### src/rtl/mem_responder.sv
// Single-port DEPTH x DATA_W memory responder with post-reset clear sequencer and sticky protocol-error flags.
// Optional access counters are enabled by defining MEM_RESPONDER_STATS_EN.
module mem_responder #(
  parameter int ADDR_W         = 5,
  parameter int DATA_W         = 8,
  parameter int CLEAR_ON_RESET = 1,
  parameter int CNT_W          = 16
) (
  input  logic              clk,
  input  logic              rst_n,
  input  logic              read,
  input  logic              write,
  input  logic [ADDR_W-1:0] addr,
  input  logic [DATA_W-1:0] data_in,
  output logic [DATA_W-1:0] data_out,
  output logic              ready,
  output logic              err_collision,
  output logic              err_busy
`ifdef MEM_RESPONDER_STATS_EN
  ,
  output logic [CNT_W-1:0]  rd_count,
  output logic [CNT_W-1:0]  wr_count
`endif
);

  localparam int DEPTH = 2**ADDR_W;

  typedef enum logic {CLEAR, IDLE} state_t;

  localparam state_t RST_STATE = (CLEAR_ON_RESET != 0) ? CLEAR : IDLE;

  state_t              state_q, state_d;
  logic [ADDR_W-1:0]   clr_ptr_q, clr_ptr_d;
  logic                ready_q, ready_d;
  logic [DATA_W-1:0]   data_out_q, data_out_d;
  logic                err_col_q, err_col_d;
  logic                err_busy_q, err_busy_d;

  logic [DATA_W-1:0]   mem_q [DEPTH];
  logic                mem_we;
  logic [ADDR_W-1:0]   mem_waddr;
  logic [DATA_W-1:0]   mem_wdata;

  always_comb begin
    state_d    = state_q;
    clr_ptr_d  = clr_ptr_q;
    ready_d    = ready_q;
    data_out_d = data_out_q;
    err_col_d  = err_col_q;
    err_busy_d = err_busy_q;
    mem_we     = 1'b0;
    mem_waddr  = addr;
    mem_wdata  = data_in;

    case (state_q)
      CLEAR: begin
        mem_we    = 1'b1;
        mem_waddr = clr_ptr_q;
        mem_wdata = '0;
        clr_ptr_d = clr_ptr_q + 1'b1;
        if (clr_ptr_q == ADDR_W'(DEPTH-1)) begin
          state_d   = IDLE;
          ready_d   = 1'b1;
          clr_ptr_d = '0;
        end
      end
      IDLE: begin
        ready_d = 1'b1;
      end
      default: begin
        state_d = RST_STATE;
      end
    endcase

    // ready_q is only ever high in IDLE, so a clear write can never coincide with a bus write
    if (read || write) begin
      if (!ready_q) begin
        err_busy_d = 1'b1;
      end else if (read && write) begin
        err_col_d = 1'b1;
      end else if (write) begin
        mem_we = 1'b1;
      end else begin
        data_out_d = mem_q[addr];
      end
    end
  end

  always_ff @(posedge clk or negedge rst_n) begin
    if (!rst_n) begin
      state_q    <= RST_STATE;
      clr_ptr_q  <= '0;
      ready_q    <= 1'b0;
      data_out_q <= '0;
      err_col_q  <= 1'b0;
      err_busy_q <= 1'b0;
    end else begin
      state_q    <= state_d;
      clr_ptr_q  <= clr_ptr_d;
      ready_q    <= ready_d;
      data_out_q <= data_out_d;
      err_col_q  <= err_col_d;
      err_busy_q <= err_busy_d;
    end
  end

  // Storage is deliberately not reset; the clear sequencer provides known contents.
  always_ff @(posedge clk) begin
    if (mem_we) begin
      mem_q[mem_waddr] <= mem_wdata;
    end
  end

  assign data_out      = data_out_q;
  assign ready         = ready_q;
  assign err_collision = err_col_q;
  assign err_busy      = err_busy_q;

`ifdef MEM_RESPONDER_STATS_EN
  logic              rd_acc, wr_acc;
  logic [CNT_W-1:0]  rd_cnt_q, rd_cnt_d;
  logic [CNT_W-1:0]  wr_cnt_q, wr_cnt_d;

  assign rd_acc = ready_q & read & ~write;
  assign wr_acc = ready_q & write & ~read;

  always_comb begin
    rd_cnt_d = rd_cnt_q;
    wr_cnt_d = wr_cnt_q;
    if (rd_acc && (rd_cnt_q != '1)) rd_cnt_d = rd_cnt_q + 1'b1;
    if (wr_acc && (wr_cnt_q != '1)) wr_cnt_d = wr_cnt_q + 1'b1;
  end

  always_ff @(posedge clk or negedge rst_n) begin
    if (!rst_n) begin
      rd_cnt_q <= '0;
      wr_cnt_q <= '0;
    end else begin
      rd_cnt_q <= rd_cnt_d;
      wr_cnt_q <= wr_cnt_d;
    end
  end

  assign rd_count = rd_cnt_q;
  assign wr_count = wr_cnt_q;
`else
  if (CNT_W < 1) begin : g_cnt_w_unused
  end
`endif

endmodule

### config.mk
export PLATFORM = sky130hd
export DESIGN_NAME = mem_responder
export DESIGN_NICKNAME = d
export VERILOG_FILES = /design/src/rtl/mem_responder.sv
export SDC_FILE = /design/constraint.sdc
export NUM_CORES = 1
export LEC_CHECK = 0
export BUFFER_PORTS_ARGS = -buffer_cell sky130_fd_sc_hd__clkbuf_2
export CAP_MARGIN = 20
export CELL_PAD_IN_SITES_DETAIL_PLACEMENT = 0
export CELL_PAD_IN_SITES_GLOBAL_PLACEMENT = 1
export CORE_MARGIN = 8
export CORE_UTILIZATION = 56
export CTS_BUF_LIST = sky130_fd_sc_hd__clkbuf_8
export DETAILED_ROUTE_END_ITERATION = 8
export GPL_ROUTABILITY_DRIVEN = 0
export PLACE_DENSITY = 0.83
export REMOVE_ABC_BUFFERS = 1
export SETUP_SLACK_MARGIN = 0.2
export SKIP_LAST_GASP = 1
export SYNTH_ARGS = -nofsm -noshare
export SYNTH_HDL_FRONTEND = slang
export SYNTH_SLANG_ARGS = --single-unit
### constraint.sdc
create_clock -name clk -period 2.95 [get_ports clk]
set_input_delay 0.885 -clock clk [delete_from_list [all_inputs] [get_ports clk]]
set_output_delay 0.885 -clock clk [all_outputs]
set_load 0.02 [all_outputs]
**Word-level counts from Yosys, hierarchy flattened**

Memory sizes are Yosys's and may differ from the RTL's. A register that Yosys moved wholly into a read port is not among the register bits.
Index checks and enable logic that the tools add are counted.

- Flip-flop bits (word level): 9
- Latch bits: 0
- Bits in writable memories: 256
- Bits in read-only memories: 0
- Input bits: 17
- Output and inout port bits: 11
- Word-level logic and storage cells: 33
- Memories: 1

- Add/sub/neg operators: 1
- Multiply operators: 0
- Divide/modulo/power cells: 0
- $lt $le $gt $ge: 0
- Equal/unequal tests: 2
- Shift operators: 0
- Mux-type cells: 14
- Bitwise gates (word level): 4
- Reduce and logical (&&, ||, !) cells: 6

Memories:

| name | words | bits a word | rd ports | clocked after memory_dff | write ports | RTL line | RTL |
|---|---|---|---|---|---|---|---|
| mem_q | 32 | 8 | 1 | 1 | 1 | 39 | `logic [DATA_W-1:0] mem_q [DEPTH];` |

Operators by type and width:

| kind | number |
|---|---|
| $mux W1 | 10 |
| $mux W5 | 2 |
| $mux W8 | 1 |
| $add A5 B1 Y5 const B | 1 |
| $eq A5 B5 Y1 const B | 1 |
| $not A1 Y1 | 4 |
| $reduce_and A4 Y1 | 1 |
| $reduce_and A3 Y1 | 1 |
| $ne A2 B2 Y1 const B | 1 |
| $pmux W1 S2 | 1 |
| $reduce_and A2 Y1 | 1 |
| $logic_and A1 B1 Y1 | 1 |
| $logic_not A1 Y1 | 1 |
| $logic_or A1 B1 Y1 | 1 |

**Depth between registers and ports, before layout**

Gate-level depths: netlist of run 1.

- Word-level depth: 7
- Gate-level depth with buffers: 8
- Mapped depth without buffers: 6

**Worst setup path before layout of run 1**

OpenSTA, ideal clock, no wires.

- Path type: in2reg
- Start point: in addr[0]
- End point: mem mem_q[0][0], enable pin
- Setup time: 0.370 ns
- Data arrival time: 2.342 ns
- Data required time: 2.580 ns
- Path slack: 0.238 ns
- Stages on the path: 8
- Path through: buf_4 -> buf_12 -> buf_12 -> buf_6 -> o21a_1 -> a21oi_1 -> nand2_1 -> nor2_1

- Cells in the longest elaborated chain, start to end: 1

RTL lines:

| item | RTL line | RTL |
|---|---|---|
| start, declared | 13 | `input logic [ADDR_W-1:0] addr,` |
| $mux W5 | 55 | `case (state_q)` |
| end, declared | 39 |  |

No other way between the ends.

==> key figures, run 1 <==
Logic synthesis
  – Synthesized area per cell: 17.1 um^2
  – Post-synthesis sequential area ratio: 74.0%
  – Most frequent cell after synthesis: edfxtp_1
  – Number of flops mapped to enable cells by yosys: 256
  – Yosys reg bits: 273
  – Leading area contributor after synthesis: edfxtp_1
  – Synth top cells by count: 256 x edfxtp_1, 130 x mux2i_1, 36 x nor2_1, 32 x a22oi_1, 24 x nand2_1
  – Top-area cell type share of the netlist area: 70.2%
  – Netlist cell types: 36
  – Async S/R FF share, synth: 6.23%
  – YS warnings: 0
  – Largest cells by area after synthesis: edfxtp_1 70%, mux2i_1 12%, dfrtp_1 3.9%
  – Post-Syn Instances: 640
  – Synth Flop Type: edfxtp_1
  – Mapped Area: 0.0110 mm^2

Critical path
  – Max incr delay on CP: 0.36 ns
  – Worst path required time: 3.38 ns
  – Worst Reg-to-Reg Cells: 5
  – Startpoint class of the critical path: input port
  – Crit. End Element: flip-flop
  – Critical-path top delay cell: o41ai_2
  – CP Cell Sequence: buf_6 -> buf_4 -> mux2i_1 -> a22o_1 -> a221oi_1 -> o22ai_1 -> o41ai_2
  – Crit path kind: in -> reg
  – Worst-path maximum fanout: 35
  – CP arrival: 2.74 ns

Drt
  – Drt wl/cell: 22.2 um
  – Post-DRT Antenna Nets: 0
  – Number of remaining DRC errors: 0
  – Vias per cell: 5.78
  – Iter 0 DRT Violations: 535
  – Pre-antenna DRT Iters: 5
  – Total vias in the final route: 6,086
  – Final WL: 23,400 um

Clocking
  – CTS Hold Bufs: 0
  – TritonCTS buffer count: 42
  – CTS root buffer: clkbuf_8
  – Post_cts resized: 0
  – CTS tree: built
  – Clock Sinks: 273
  – Reg clk slew, reported paths: 0.06 ns
  – Post-CTS Setup Bufs: 0
  – CTS max path bufs: 3
  – Skew-Pair Late Insertion Delay: 0.53 ns
  – CTS H-tree depth: 2

Cells and area
  – Nets: 775
  – Share of cells above drive strength 1: 21.7%
  – Ant diodes: 0
  – Post-layout util: 65.0%
  – Post-layout instance area: 0.0126 mm^2
  – Synthesis-to-finish area growth: 14.8%

STA
  – Setup ws final: 0.635 ns
  – Worst-margin pin slew: 0.799 ns
  – RSZ-0062 raised after global routing: no
  – TNS Setup: 0 ns
  – Final clock skew: 0.0217 ns
  – Final setup viols: 0
  – Tmin final: 2.31 ns
  – Max-slew headroom: 46.5%
  – Final-report max-slew violation count: 0
  – Hold Vio Cnt, Final: 0
  – Max Fclk: 432 MHz
  – Crit share post-route: 78.5%

Global routing
  – First-pass GRT wire length: 35,900 um
  – Largest net degree at the start of global routing: 38
  – Initial antenna violation count: 0
  – Vias in the first global route: 6,169
  – GRT overflow: 0
  – Total global-route track usage: 19.7%

Placement
  – IO buf count: 27
  – Placement Setup Slack: 0.101 ns
  – DP Area: 0.0118 mm^2
  – Dpl hpwl: 15,400 um

Hold path
  – Worst Hold Class: in -> async

Floorplanning
  – Die X: 156 um
  – Core ar.: 0.0193 mm^2
  – Initial Utilization: 56.7%
  – Row count: 51
  – Chip height: 156 um
  – IO Pins: 28
  – Die Footprint: 0.0243 mm^2

Power and ir drop
  – Leakage power: 4.65 nW
  – Power per cell area: 602 mW/mm^2
  – Peak VDD IR: 376 uV

Status
  – Outcome: complete, no violations

Run
  – # Max-Cap Violations: 0
cell usage in the layout, fill, tap and decap left out, types with 6 or more instances in the layout:
cell type / instances
inv_1: 19
a21oi_1: 17
and2_1: 9
nor2_1: 35
clkbuf_2: 26
o22ai_1: 11
dfrtp_1: 17
a22o_1: 16
a22oi_1: 32
clkbuf_8: 45
clkinv_1: 10
o41ai_1: 6
a221oi_1: 13
nand2_1: 24
edfxtp_1: 256
o21ai_0: 7
buf_4: 77
mux2i_1: 130
worst max-delay path: cells and delay by family:
kind,cells,cell delay (ns)
AO/OA/AOI/OAI,4,1.16
buffers and inverters,2,0.57
multiplexers,1,0.09
path summary, 6_finish.rpt:
kind,to,slack (ns),from
min reg2reg,data_out[3]$_DFFE_PN0P_,0.49,data_out[3]$_DFFE_PN0P_
min,data_out[6]$_DFFE_PN0P_,0.30,rst_n
max,data_out[3]$_DFFE_PN0P_,0.64,addr[0]
min in group clk,data_out[3]$_DFFE_PN0P_,0.49,data_out[3]$_DFFE_PN0P_
max reg2reg,mem_q[20][2]$_DFFE_PP_,0.87,state_q$_DFF_PN0_
max in group asynchronous,clr_ptr_q[1]$_DFFE_PN0N_,2.30,rst_n
logic make-up (layout without fill, tap and decap cells):
group                      count (synthesis)  count (layout)  synth area share, %
muxes                                    134             134                 12.3
and+or+nand+nor                           82              82                 3.33
adders and majority gates                  2               2                0.228
AOI/OAI and AO/OA                        111             111                 7.70
DFF                                      273             273                 74.0
buffers and inverters                     38             186                 2.41
area by class of cell:
class                      instances  area [um^2]
timing repair buffer             106          759
clock buffer                      45          619
sequential                       273         8110
inverter                           4         15.0
fill                            1370         6760
multi-input combinational        329         2590
clock inverter                    31          151
tap                              265          332
stage by stage:
stage,instances,power [mW],hold slack [ns]
2_1_floorplan,606,4.58,0.495
3_3_place_gp,977,4.81,0.464
3_5_place_dp,977,4.83,0.474
4_1_cts,1053,7.63,0.292
5_1_grt,1053,7.83,0.307
6_report,1053,7.57,0.300
state kept, by name, indices dropped and copies added, names as in the netlist:
name and cells:
ready 1, err_collision 1, state_q 1, mem_q 256
err_busy 1, clr_ptr_q 5, data_out 8
report_power, final:
part | switching, mW | internal, mW | total [mW]
logic | 0.302 | 0.171 | 0.473
clock network | 1.34 | 1.49 | 2.83
registers | 0.0131 | 4.26 | 4.27
metal layers:
| metal | part of all wire (%) | GRT usage [%] |
|---|---|---|
| met1 | 43 | 27.1 |
| met2 | 47 | 30.6 |
| met3 | 7.1 | 4.02 |
| met4 | 2.7 | 7.72 |
| met5 | 0 | 0 |
Power figures use the tool's default switching activity.
==> inputs of run 2 (changes only) <==
Settings changed: CORE_UTILIZATION 56 to 50, PLACE_DENSITY 0.83 to 0.78.
Clock period 2.95 ns to 2 ns, I/O delays scaled along.
==> run 2 against run 1 <==
Non-clock buffer count up 15. Count of clock-buffer cells in the layout increased by 3. Flip-flop and latch count is the same. Via count up 1.1%. Sequential power rose by 48%. Clock skew rose by 0.0029 ns.
==> key figures, run 2 (synthesis results as in run 1) <==
Drt
  – Number of remaining DRC errors: 0
  – Metal3 WL: 1620 um
  – Top layer in use: met4
  – Total vias in the final route: 6,153
  – Pre-antenna DRT Iters: 5
  – Iter 0 DRT Violations: 370
  – Final WL: 24,300 um
  – WL met2: 11,700 um
  – Drt wl/cell: 22.4 um
  – M1 WL: 10,300 um
  – Vias per cell: 5.67
  – Post-DRT Antenna Nets: 0

Critical path
  – Worst R2R End: mem_q[27][4]$_DFFE_PP_
  – Critical path's top delay family: compound AO/OA/AOI/OAI gates
  – Worst-path maximum fanout: 20
  – Worst Reg-to-Reg Cells: 7
  – Max incr delay on CP: 0.30 ns
  – Number of buffers and inverters on the critical path: 2
  – Critical-path top delay cell: a221oi_1
  – Worst R2R Start: state_q$_DFF_PN0_
  – CP arrival: 2.21 ns
  – Crit path kind: in -> reg
  – Startpoint class of the critical path: input port
  – Worst path required time: 2.41 ns
  – Reg2reg setup slack: 0.20 ns
  – Crit. End Element: flip-flop
  – CP Cell Sequence: clkbuf_2 -> nor2b_2 -> buf_4 -> a22o_1 -> a221oi_1 -> o22ai_1 -> o41ai_1

Power and ir drop
  – Power per cell area: 904 mW/mm^2
  – Leakage power: 4.79 nW
  – Peak VDD IR: 605 uV

Run
  – # Max-Cap Violations: 0

Clocking
  – Clock Sinks: 273
  – CTS H-tree depth: 2
  – CTS max path bufs: 3
  – Reg clk slew, reported paths: 0.06 ns
  – CTS root buffer: clkbuf_8
  – TritonCTS buffer count: 43
  – CTS tree: built
  – Skew-Pair Late Insertion Delay: 0.55 ns

Global routing
  – Largest net degree at the start of global routing: 33
  – GRT overflow: 0
  – Vias in the first global route: 6,433
  – First-pass GRT wire length: 37,100 um
  – Initial antenna violation count: 0
  – Total global-route track usage: 18.4%

Floorplanning
  – Die Footprint: 0.0269 mm^2
  – Initial Utilization: 50.5%
  – IO Pins: 28
  – Core ar.: 0.0217 mm^2
  – Row count: 54
  – Chip height: 164 um
  – Die X: 164 um

STA
  – Final setup viols: 0
  – Hold Vio Cnt, Final: 0
  – RSZ-0062 raised after global routing: yes
  – Max Fclk: 556 MHz
  – Crit share post-route: 90.0%
  – Worst-margin pin slew: 0.648 ns
  – Max-slew headroom: 56.6%
  – Final clock skew: 0.0246 ns
  – Final-report max-slew violation count: 0
  – Hold_ws: 0.411 ns
  – Tmin final: 1.80 ns
  – TNS Setup: 0 ns

Placement
  – IO buf count: 27
  – DP Cell Count: 1,001
  – Dpl hpwl: 15,700 um

Cells and area
  – Post-Layout Cell Count: 1,085
  – Commonest non-fill, non-tap cell in the layout: edfxtp_1
  – Max FFs per register: 256
  – Synthesis-to-finish area growth: 18.7%
  – Nets: 791
  – Share of cells above drive strength 1: 27.2%
  – Most frequent cells in the layout: 256 x edfxtp_1, 130 x mux2i_1, 70 x buf_4, 48 x clkbuf_8, 32 x a22oi_1
  – Ant diodes: 0
  – Fill cells: 1,584
  – Largest reg by FF count: mem_q

Hold path
  – Min-Delay Path Depth: 3
  – WHS Endpoint: err_collision$_DFFE_PN0P_
  – HP Start: read
  – Worst Hold Class: in -> reg

Status
  – Outcome: complete, no violations
-- run 2: cell count changes in the layout (fill, tap and decap cells not counted), moves of 3 or more --
| cell | before | now |
|---|---|---|
| nand2_1 | 24 | 19 |
| a221oi_1 | 13 | 10 |
| inv_1 | 19 | 14 |
| nor2_1 | 35 | 24 |
| a221oi_2 | 3 | 6 |
| nor2_2 | 1 | 12 |
| buf_4 | 77 | 70 |
| nand2_2 | 0 | 5 |
| clkbuf_8 | 45 | 48 |
| buf_6 | 1 | 17 |
| clkinv_2 | 4 | 7 |
| buf_12 | 2 | 7 |
| clkinv_1 | 10 | 6 |
-- run 2: layout make-up --
cell class | count | area (um^2) | area share [%]
flip-flops and latches | 273 | 8120 | 62.4
multi-input cells | 329 | 2660 | 20.4
repair buffers | 121 | 997 | 7.67
clock buffers | 48 | 661 | 5.08
well taps | 280 | 350 | 2.69
clock inverters | 30 | 213 | 1.64
inverters | 4 | 15.0 | 0.115
-- run 2: through the flow --
step,power (mW),cell area (um^2),setup WS (ns),utilization [%]
floorplan,6.76,10700,-0.554,-
global placement,7.15,12000,-0.372,55.1
detailed placement,7.16,12000,-0.355,55.1
CTS,11.8,12900,0.187,59.3
global route,12.1,13000,0.156,60.0
finish,11.8,13000,0.200,60.0
-- run 2: worst min-delay path, stage by stage --
cell,delay (ns)
clkbuf_2,0.09
buf_4,0.11
a31o_2,0.13
-- run 2: worst max path at each step --
stage | slack (ns) | from | endpoint | cells after the start
floorplan | -0.55 | addr[2] | data_out[3]$_DFFE_PN0P_ | 5
global placement | -0.37 | addr[0] | data_out[7]$_DFFE_PN0P_ | 7
detailed placement | -0.35 | addr[2] | data_out[5]$_DFFE_PN0P_ | 7
CTS | 0.19 | state_q$_DFF_PN0_ | mem_q[27][5]$_DFFE_PP_ | 6
global route | 0.16 | state_q$_DFF_PN0_ | mem_q[13][1]$_DFFE_PP_ | 6
finish | 0.20 | addr[2] | data_out[4]$_DFFE_PN0P_ | 7
-- run 2: layer usage --
| metal | GRT usage [%] | vias up |
|---|---|---|
| met2 | 29.9 | 229 |
| met1 | 24.4 | 3060 |
| met3 | 3.96 | 46 |
| li1 | - | 2818 |
| met4 | 6.24 | 0 |
| met5 | 0 | - |
-- run 2: timing repair --
item,4_1_cts,5_1_grt
setup buffers,2,3
hold endpoints to repair,10,0
hold buffers,1,0
pin swaps,0,3
gates resized for setup,2,42
setup endpoints to repair,192,258
-- run 2: power breakdown --
part / total, mW / internal (mW) / leakage, nW / switching (mW)
clock: 4.70 / 2.60 / 0.488 / 2.09
sequential: 6.31 / 6.28 / 2.50 / 0.0295
combinational: 0.745 / 0.288 / 1.80 / 0.457
total: 11.8 / 9.17 / 4.79 / 2.58
==> inputs of run 3 (changes only) <==
Settings changed: BUFFER_PORTS_ARGS -buffer_cell sky130_fd_sc_hd__clkbuf_2 to -buffer_cell sky130_fd_sc_hd__buf_2, SLEW_MARGIN set to 40.
==> run 3 against run 2 <==
Combinational power is 2% higher. First-iteration DRC count is 16% higher. Utilization is 0.092 points lower. Fmax rose by 1.3%. Wire length rose by 0.22%. Total power decreased by 4.2%.
==> key figures, run 3 (synthesis results as in run 1) <==
Power and ir drop
  – Power per cell area: 867 mW/mm^2
  – Peak VDD IR: 565 uV
  – Total power after layout: 11.3 mW
  – Leakage power: 4.81 nW

Global routing
  – Vias in the first global route: 6,536
  – GRT overflow: 0
  – Largest net degree at the start of global routing: 48
  – First-pass GRT wire length: 37,100 um
  – Initial antenna violation count: 0
  – Total global-route track usage: 18.3%

Placement
  – IO buf count: 27
  – Dpl hpwl: 15,700 um
  – DP Area: 0.0120 mm^2

STA
  – Crit share post-route: 88.8%
  – Max-slew headroom: 70.1%
  – Max Fclk: 563 MHz
  – Final setup viols: 0
  – Final-report max-slew violation count: 0
  – Hold Vio Cnt, Final: 0
  – RSZ-0062 raised after global routing: yes
  – Hold_ws: 0.444 ns
  – Worst-margin pin slew: 0.449 ns
  – Tmin final: 1.78 ns
  – Final clock skew: 0.0155 ns
  – TNS Setup: 0 ns

Drt
  – Vias per cell: 5.70
  – Post-DRT Antenna Nets: 0
  – Drt wl/cell: 22.3 um
  – Number of remaining DRC errors: 0
  – Final WL: 24,300 um
  – Pre-antenna DRT Iters: 5
  – Iter 0 DRT Violations: 430
  – Total vias in the final route: 6,212

Floorplanning
  – Die Footprint: 0.0269 mm^2
  – Initial Utilization: 50.5%
  – Row count: 54
  – IO Pins: 28
  – Chip height: 164 um
  – Core ar.: 0.0217 mm^2
  – Die X: 164 um

Hold path
  – Worst Hold Class: in -> reg

Clocking
  – CTS max path bufs: 3
  – Reg clk slew, reported paths: 0.06 ns
  – CTS H-tree depth: 2
  – Skew-Pair Late Insertion Delay: 0.54 ns
  – CTS root buffer: clkbuf_8
  – Clock Sinks: 273
  – CTS tree: built
  – TritonCTS buffer count: 43

Run
  – # Max-Cap Violations: 0

Critical path
  – CP arrival: 2.19 ns
  – Crit. End Element: flip-flop
  – Crit path kind: in -> reg
  – Worst path required time: 2.42 ns
  – Startpoint class of the critical path: input port
  – Worst-path maximum fanout: 11

Status
  – Outcome: complete, no violations

Cells and area
  – Most frequent cells in the layout: 256 x edfxtp_1, 129 x mux2i_1, 72 x buf_4, 45 x clkbuf_8, 32 x a22oi_1
  – Share of cells above drive strength 1: 26.7%
  – Post-layout instance area: 0.0130 mm^2
  – Commonest non-fill, non-tap cell in the layout: edfxtp_1
  – Nets: 796
  – Max FFs per register: 256
  – Post-layout util: 59.9%
  – Synthesis-to-finish area growth: 18.5%
  – Largest reg by FF count: mem_q
  – Ant diodes: 0
## run 3: critical path: stages
cell and delay (ns):
buf_2 0.16, and2_1 0.24, buf_12 0.17, a22o_1 0.19, a221oi_1 0.31, o22ai_1 0.21, o41ai_1 0.31
## run 3: per-stage QoR
step / instances / setup slack (ns)
after floorplan: 606 / -0.554
after global placement: 1005 / -0.297
after detailed placement: 1005 / -0.358
after CTS: 1088 / 0.209
after global routing: 1089 / 0.149
final: 1089 / 0.223
## run 3: layout make-up
type,count,area [um^2]
timing repair buffer,126,1050
multi-input combinational,329,2690
clock buffer,45,619
tap,280,350
sequential,273,8120
clock inverter,32,148
fill,1586,8700
inverter,4,15.0
## run 3: per-layer routing
| metal | GRT usage [%] | vias to the layer above | routed length [um] |
|---|---|---|---|
| met5 | 0 | - | 0 |
| met4 | 7.69 | 0 | 777 |
| met3 | 3.26 | 44 | 1340 |
| met2 | 30.3 | 199 | 12000 |
| met1 | 23.6 | 3141 | 10200 |
| li1 | - | 2828 | - |
## run 3: repair_timing
item	4_1_cts	5_1_grt
hold endpoints to repair	17	0
buffers inserted	5	1
hold buffers	1	0
resized for setup	2	50
endpoints found under the setup margin	256	247
pin swaps	1	5
## run 3: final timing paths
path,start,endpoint,slack [ns],cells past startpoint
min in group asynchronous,rst_n,clr_ptr_q[1]$_DFFE_PN0N_,0.54,2
max in group asynchronous,rst_n,clr_ptr_q[4]$_DFFE_PN0N_,1.11,2
setup / recovery,addr[2],data_out[0]$_DFFE_PN0P_,0.22,7
setup reg to reg,state_q$_DFF_PN0_,mem_q[29][6]$_DFFE_PP_,0.25,6
hold reg to reg,err_busy$_DFFE_PN0P_,err_busy$_DFFE_PN0P_,0.49,1
hold / removal,read,err_collision$_DFFE_PN0P_,0.44,3
## run 3: power breakdown
part           internal, mW  switching (mW)
logic                 0.299           0.461
clock network          2.20            1.99
registers              6.28          0.0311
